$ cat config.mk
export PLATFORM = sky130hd
export DESIGN_NAME = perf_counter_bank
export DESIGN_NICKNAME = d
export VERILOG_FILES = /design/src/rtl/perf_counter_bank.sv
export SDC_FILE = /design/constraint.sdc
export NUM_CORES = 1
export LEC_CHECK = 0
export ABC_CLOCK_PERIOD_IN_PS = 15550
export CAP_MARGIN = 20
export CORE_MARGIN = 2
export CORE_UTILIZATION = 45
export DETAILED_ROUTE_END_ITERATION = 8
export PLACE_DENSITY = 0.68
export SETUP_SLACK_MARGIN = 0.2
export SKIP_LAST_GASP = 1
export SLEW_MARGIN = 30
export SYNTH_ARGS = -nofsm -noshare
export SYNTH_HDL_FRONTEND = slang
export SYNTH_SLANG_ARGS = --single-unit
$ cat constraint.sdc
create_clock -name i_clk -period 15.55 [get_ports i_clk]
set_input_delay 3.11 -clock i_clk [delete_from_list [all_inputs] [get_ports i_clk]]
set_output_delay 3.11 -clock i_clk [all_outputs]
set_load 0.1 [all_outputs]
$ cat src/rtl/perf_counter_bank.sv
// perf_counter_bank
//   Bank of NCHAN independent event counters for the debug unit. Each channel
//   has a step enable, a synchronous clear, wrap or saturate behaviour on
//   overflow and a sticky overflow flag. A global freeze masks all steps, and
//   a snapshot copies every live count into shadow registers in one edge.
//   Shadows are read one at a time through a registered read port.
//
// Ports
//   i_clk        clock, all state updates on posedge
//   i_rst        asynchronous active-high reset
//   i_step       per-channel increment request
//   i_clr        per-channel synchronous clear of count and overflow flag
//   i_freeze     masks all i_step bits (clears still honoured)
//   i_snap       copy all live counts into the shadow registers
//   i_rd_addr    shadow channel to read
//   o_rd_data    registered shadow[i_rd_addr], 0 for addresses >= NCHAN
//   o_ovf        sticky per-channel overflow flags (live)
//   o_snap_valid set once any snapshot has been taken since reset
module perf_counter_bank #(
  parameter int NBITS     = 32,
  parameter int NCHAN     = 4,
  parameter int ADDR_BITS = 2,
  parameter int SATURATE  = 0
) (
  input  logic                 i_clk,
  input  logic                 i_rst,
  input  logic [NCHAN-1:0]     i_step,
  input  logic [NCHAN-1:0]     i_clr,
  input  logic                 i_freeze,
  input  logic                 i_snap,
  input  logic [ADDR_BITS-1:0] i_rd_addr,
  output logic [NBITS-1:0]     o_rd_data,
  output logic [NCHAN-1:0]     o_ovf,
  output logic                 o_snap_valid
);

  localparam logic [NBITS-1:0] ALL_ONES = {NBITS{1'b1}};

  logic [NBITS-1:0] count  [NCHAN];
  logic [NBITS-1:0] shadow [NCHAN];
  logic [NCHAN-1:0] ovf;
  logic [NBITS-1:0] rd_mux;

  // Shadow capture uses the count value from before this edge's update, so a
  // snap coinciding with a clear or step records the pre-update value.
  always_ff @(posedge i_clk or posedge i_rst) begin
    if (i_rst) begin
      for (int k = 0; k < NCHAN; k++) begin
        count[k]  <= '0;
        shadow[k] <= '0;
      end
      ovf          <= '0;
      o_snap_valid <= 1'b0;
    end else begin
      for (int k = 0; k < NCHAN; k++) begin
        if (i_snap) begin
          shadow[k] <= count[k];
        end
        if (i_clr[k]) begin
          count[k] <= '0;
          ovf[k]   <= 1'b0;
        end else if (!i_freeze && i_step[k]) begin
          if (count[k] != ALL_ONES) begin
            count[k] <= count[k] + 1'b1;
          end else begin
            ovf[k] <= 1'b1;
            if (SATURATE == 0) begin
              count[k] <= '0;
            end
          end
        end
      end
      if (i_snap) begin
        o_snap_valid <= 1'b1;
      end
    end
  end

  // Address decode by compare so unpopulated addresses read as zero without
  // indexing past the shadow array.
  always_comb begin
    rd_mux = '0;
    for (int k = 0; k < NCHAN; k++) begin
      if (ADDR_BITS'(k) == i_rd_addr) begin
        rd_mux = shadow[k];
      end
    end
  end

  always_ff @(posedge i_clk or posedge i_rst) begin
    if (i_rst) begin
      o_rd_data <= '0;
    end else begin
      o_rd_data <= rd_mux;
    end
  end

  assign o_ovf = ovf;

endmodule

-- Word-level counts from Yosys, hierarchy flattened
Cells that the tools add are included.
- add/sub/neg operators: 4
- multipliers: 0
- divide/modulo/power cells: 0
- $lt $le $gt $ge: 0
- equality and inequality tests: 11
- shifts and indexed selects: 0
- multiplexer cells: 28
- bitwise logic cells: 0
- reductions and logical operators: 14
- operators with widths (cell ; number):
    32-bit 2-to-1 mux ; 16
    32-bit by 1-bit adder with 32-bit output, second input constant ; 4
    32-bit != test, second input constant ; 4
    1-bit 2-to-1 mux ; 12
    2-bit != test, second input constant ; 4
    2-bit AND reduction ; 4
    2-bit nonzero test ; 4
    2-bit == test, first input constant ; 2
    1-bit logical AND ; 4
    1-bit by 2-bit == test with 1-bit output, first input constant ; 1
    2-bit zero test ; 1
    1-bit zero test ; 1
- bits in registers: 293
- bits in latches: 0
- bits in writable memories: 0
- memory bits (read-only): 0
- input port bits: 14
- output and inout port bits: 37
- word-level logic and storage cells: 71
- memories kept: 0

-- Logic depth before layout (Yosys ltp)
- word-level depth: 5
- depth in mapped cells: 9
- mapped depth without buffers: 6

-- Worst setup path before layout
Ideal clock, no wire load.
- path kind: input to register
- start: input i_rd_addr[1]
- end: register o_rd_data[12]
- setup time: 0.138 ns
- data arrival time: 4.449 ns
- required time: 15.412 ns
- slack: 10.963 ns
- stages on the path: 3
- path buffers: 2
- path through: clkbuf_1 -> buf_1 -> mux4_2
- cells in the longest elaborated chain, start to end: 5
- RTL lines (item ; RTL line ; text):
    start: declaration ; 31 ; input logic [ADDR_BITS-1:0] i_rd_addr,
    2-bit zero test ; 84 ; if (ADDR_BITS'(k) == i_rd_addr) begin
    32-bit 2-to-1 mux (3 in a row) ; 84 ;
    32-bit 2-to-1 mux * ; 84 ;
    via rd_mux[12] ; 42 ; logic [NBITS-1:0] rd_mux;
    end signal: assignment ; 94 ; o_rd_data <= rd_mux;
    end: declaration ; 32 ; output logic [NBITS-1:0] o_rd_data,
The timed path passes the listed nets; every way through them passes the cells marked *.
A chain may end at the register's enable or synchronous reset.

-- Worst setup path in the final report
- start: register ovf[3] (netlist: o_ovf[3])
- end: output o_ovf[3]
- RTL lines (item ; RTL line ; text):
    start: declaration ; 41 ; logic [NCHAN-1:0] ovf;
    start signal: assignment ; 52 ; ovf <= '0;
    start signal: indexed assignment ; 61 ; ovf[k] <= 1'b0;
    start signal: indexed assignment ; 66 ; ovf[k] <= 1'b1;
    end: declaration ; 33 ; output logic [NCHAN-1:0] o_ovf,
No word-level cell between the ends.

==> impl_metrics.env <==
export IMPL_via_count=8311
export IMPL_ctsResizeCount=0
export IMPL_ctsHoldBuffers=0
export IMPL_yosysMostFrequentCell="dfrtp_1"
export IMPL_path_buf_inv=1
export IMPL_grt_max_degree=178
export IMPL_row_count=62
export IMPL_mappedNetlistArea_um2=13100
export IMPL_root_buffer="clkbuf_16"
export IMPL_crit_chain="clkdlybuf4s50_1"
export IMPL_pwr_share_comb_pct=3.8
export IMPL_clockPowerShare_pct=46.8
export IMPL_path_class="reg2out"
export IMPL_dieArea_um2=30500
export IMPL_max_freq_mhz=193
export IMPL_synth_top_cell_area_share_pct=55.9
export IMPL_p_per_area_nw_per_um2=104
export IMPL_detail_route_antenna_nets=0
export IMPL_synth_cell_type_count=51
export IMPL_antenna_found_initial=1
export IMPL_swShare_pct=21.9
export IMPL_synth_area_top_cells="dfrtp_1, mux2_2, mux4_2"
export IMPL_n_antenna_cell=0
export IMPL_io_pins=51
export IMPL_min_path_type="reg2reg"
export IMPL_yosysWarningCount=0
export IMPL_fillers=2447
export IMPL_core_region_area_um2=28700
export IMPL_grt_pass1_vias=8353
export IMPL_seq_power_share_pct=49.4
export IMPL_max_slew_margin_pct=34.1
export IMPL_maxSlewViolCount=0
export IMPL_cts_setup_buffers=0
export IMPL_wire_per_inst_um=19.5
export IMPL_clk_pin_slew_ns=0.06
export IMPL_synth_nets=1080
export IMPL_synth_area_leader_cell="dfrtp_1"
export IMPL_cp_max_fo=2
export IMPL_setup_violations=0
export IMPL_critPathLaunchType="register"
export IMPL_cts_buffer_depth=3
export IMPL_finalHoldViolCount=0
export IMPL_cp_top_family="buffers and inverters"
export IMPL_synth_seq_cells=293
export IMPL_drt_initial_drc_count=626
export IMPL_vias_per_cell=5.51
export IMPL_cts_tree="yes"
export IMPL_num_nets_final=1119
export IMPL_grt_use_total_pct=19.8
export IMPL_drive_gt1_share_pct=20.8
export IMPL_fin_util_pct=52.1
export IMPL_rsz0062_at_grt="false"
export IMPL_period_needed_ns=5.18
export IMPL_synth_cells=1062
export IMPL_p_sw_w=0.000340
export IMPL_grt_pass1_wl_mm=47.5
export IMPL_crit_arrival_ns=2.07
export IMPL_avgSynthCellArea_um2=12.3
export IMPL_worst_path_largest_cell_delay_ns=1.15
export IMPL_syn2layout_area_growth_pct=14.2
export IMPL_cts_sinks=293
export IMPL_clk_latency_ns=0.55
export IMPL_async_reset_ff_share_pct=100
export IMPL_finClkSkew_ns=0.00874
export IMPL_initial_utilization_pct=45.7
export IMPL_drv_cap=0
export IMPL_grt_remaining_overflow=0
export IMPL_synth_enable_flop_cells=0
export IMPL_dpl_hpwl_mm=19.7
export IMPL_tns_ns=0
export IMPL_ir_drop_uv=88.9
export IMPL_cp_end_kind="output port"
export IMPL_die_x_um=175
export IMPL_die_h_um=175
export IMPL_wl_mm=29.3
export IMPL_p_int_w=0.00121
export IMPL_dr_pass1_iters=5
export IMPL_required_ns=12.44
export IMPL_status="completed"
export IMPL_synth_common_cells="dfrtp_1, nor2_1, mux2_2"
export IMPL_place_congestion=0.847
export IMPL_min_period_over_period_pct=33.3
export IMPL_leakage_nw=6.74
export IMPL_seq_area_frac_synth_pct=55.9
export IMPL_drc=0
export IMPL_tightest_slew_ns=0.986
export IMPL_synthFlopType="dfrtp_1"
export IMPL_numCtsBuffers=31
export IMPL_port_buffers=50
export IMPL_slowest_stage="clkdlybuf4s50_1"
export IMPL_h_tree_depth=1
placed cells by master (no fill, tap or decap), types with 5 or more instances in the layout:
cell	count
clkbuf_8	7
xnor2_1	50
inv_1	19
o211ai_1	6
dfrtp_1	293
nand3_1	42
nand2_1	50
a21oi_1	13
nor2_1	142
xor2_1	66
and2_1	8
o21ai_0	8
nand4_1	37
mux4_2	32
and3_1	16
clkinv_2	5
buf_4	5
mux2_2	128
and4_1	13
nor4_1	15
o2111ai_1	5
clkbuf_16	31
clkdlybuf4s50_1	47
clkbuf_1	9
nor3_1	22
per-layer routing:
metal / track usage (%) / vias to the layer above / share of wire, %
met5: 0 / - / 0
met4: 5.21 / 0 / 2.2
met3: 2.96 / 40 / 5.3
met2: 30.8 / 193 / 46
met1: 29.2 / 4262 / 46
li1: - / 3816 / -
stage by stage:
stage	cell area [µm²]	power [W]	std cells	setup slack [ns]	hold slack [ns]
after floorplan	13100	0.000825	1062	4.35	0.475
after detailed placement	13900	0.000842	1451	9.89	0.450
after global routing	15000	0.00161	1508	10.26	0.495
after global placement	13900	0.000841	1451	9.76	0.464
after CTS	14900	0.00157	1507	10.33	0.464
final	15000	0.00155	1508	10.37	0.459
area by class of cell:
cell class / instances / area (µm²) / share of cell area (%)
clock inverters: 9 / 101 / 0.677
clock buffers: 47 / 906 / 6.05
repair buffers: 56 / 572 / 3.82
well taps: 384 / 480 / 3.21
inverters: 20 / 82.6 / 0.552
multi-input cells: 699 / 5490 / 36.7
flip-flops and latches: 293 / 7330 / 49.0
final timing paths:
path / from / end / slack, ns / cells after the start
max: o_ovf[3]$_DFFE_PP0P_ / o_ovf[3] / 10.37 / 1
min: o_snap_valid$_DFFE_PP0P_ / o_snap_valid$_DFFE_PP0P_ / 0.46 / 1
max reg2reg: count[100]$_DFFE_PP0P_ / count[107]$_DFFE_PP0P_ / 12.78 / 5
min reg2reg: o_snap_valid$_DFFE_PP0P_ / o_snap_valid$_DFFE_PP0P_ / 0.46 / 1
max in group asynchronous: i_rst / shadow[83]$_DFFE_PP0P_ / 11.07 / 4
min in group asynchronous: i_rst / count[98]$_DFFE_PP0P_ / 3.11 / 2
state kept, by name, indices dropped and copies added (netlist names):
signal	count
count	128
shadow	128
o_rd_data	32
o_ovf	4
o_snap_valid	1
logic make-up (layout without fill, tap and decap cells):
| group | Yosys count | count (layout) | synth area share [%] |
|---|---|---|---|
| buf+inv | 70 | 132 | 2.41 |
| flops | 293 | 293 | 55.9 |
| xor+xnor | 116 | 116 | 7.75 |
| simple gates | 368 | 368 | 14.2 |
| fa+ha+maj | 4 | 4 | 0.382 |
| compound gates | 51 | 51 | 2.84 |
| mux | 160 | 160 | 16.5 |
power by group through the flow:
stage	Combinational (W)	Clock [W]	Sequential (W)
final	0.0000591	0.000727	0.000768
after CTS	0.0000602	0.000742	0.000768
after global routing	0.0000658	0.000776	0.000768
after detailed placement	0.0000601	0	0.000782
after global placement	0.0000593	0	0.000782
after floorplan	0.0000406	0	0.000784
(Power assumes the default switching activity.)
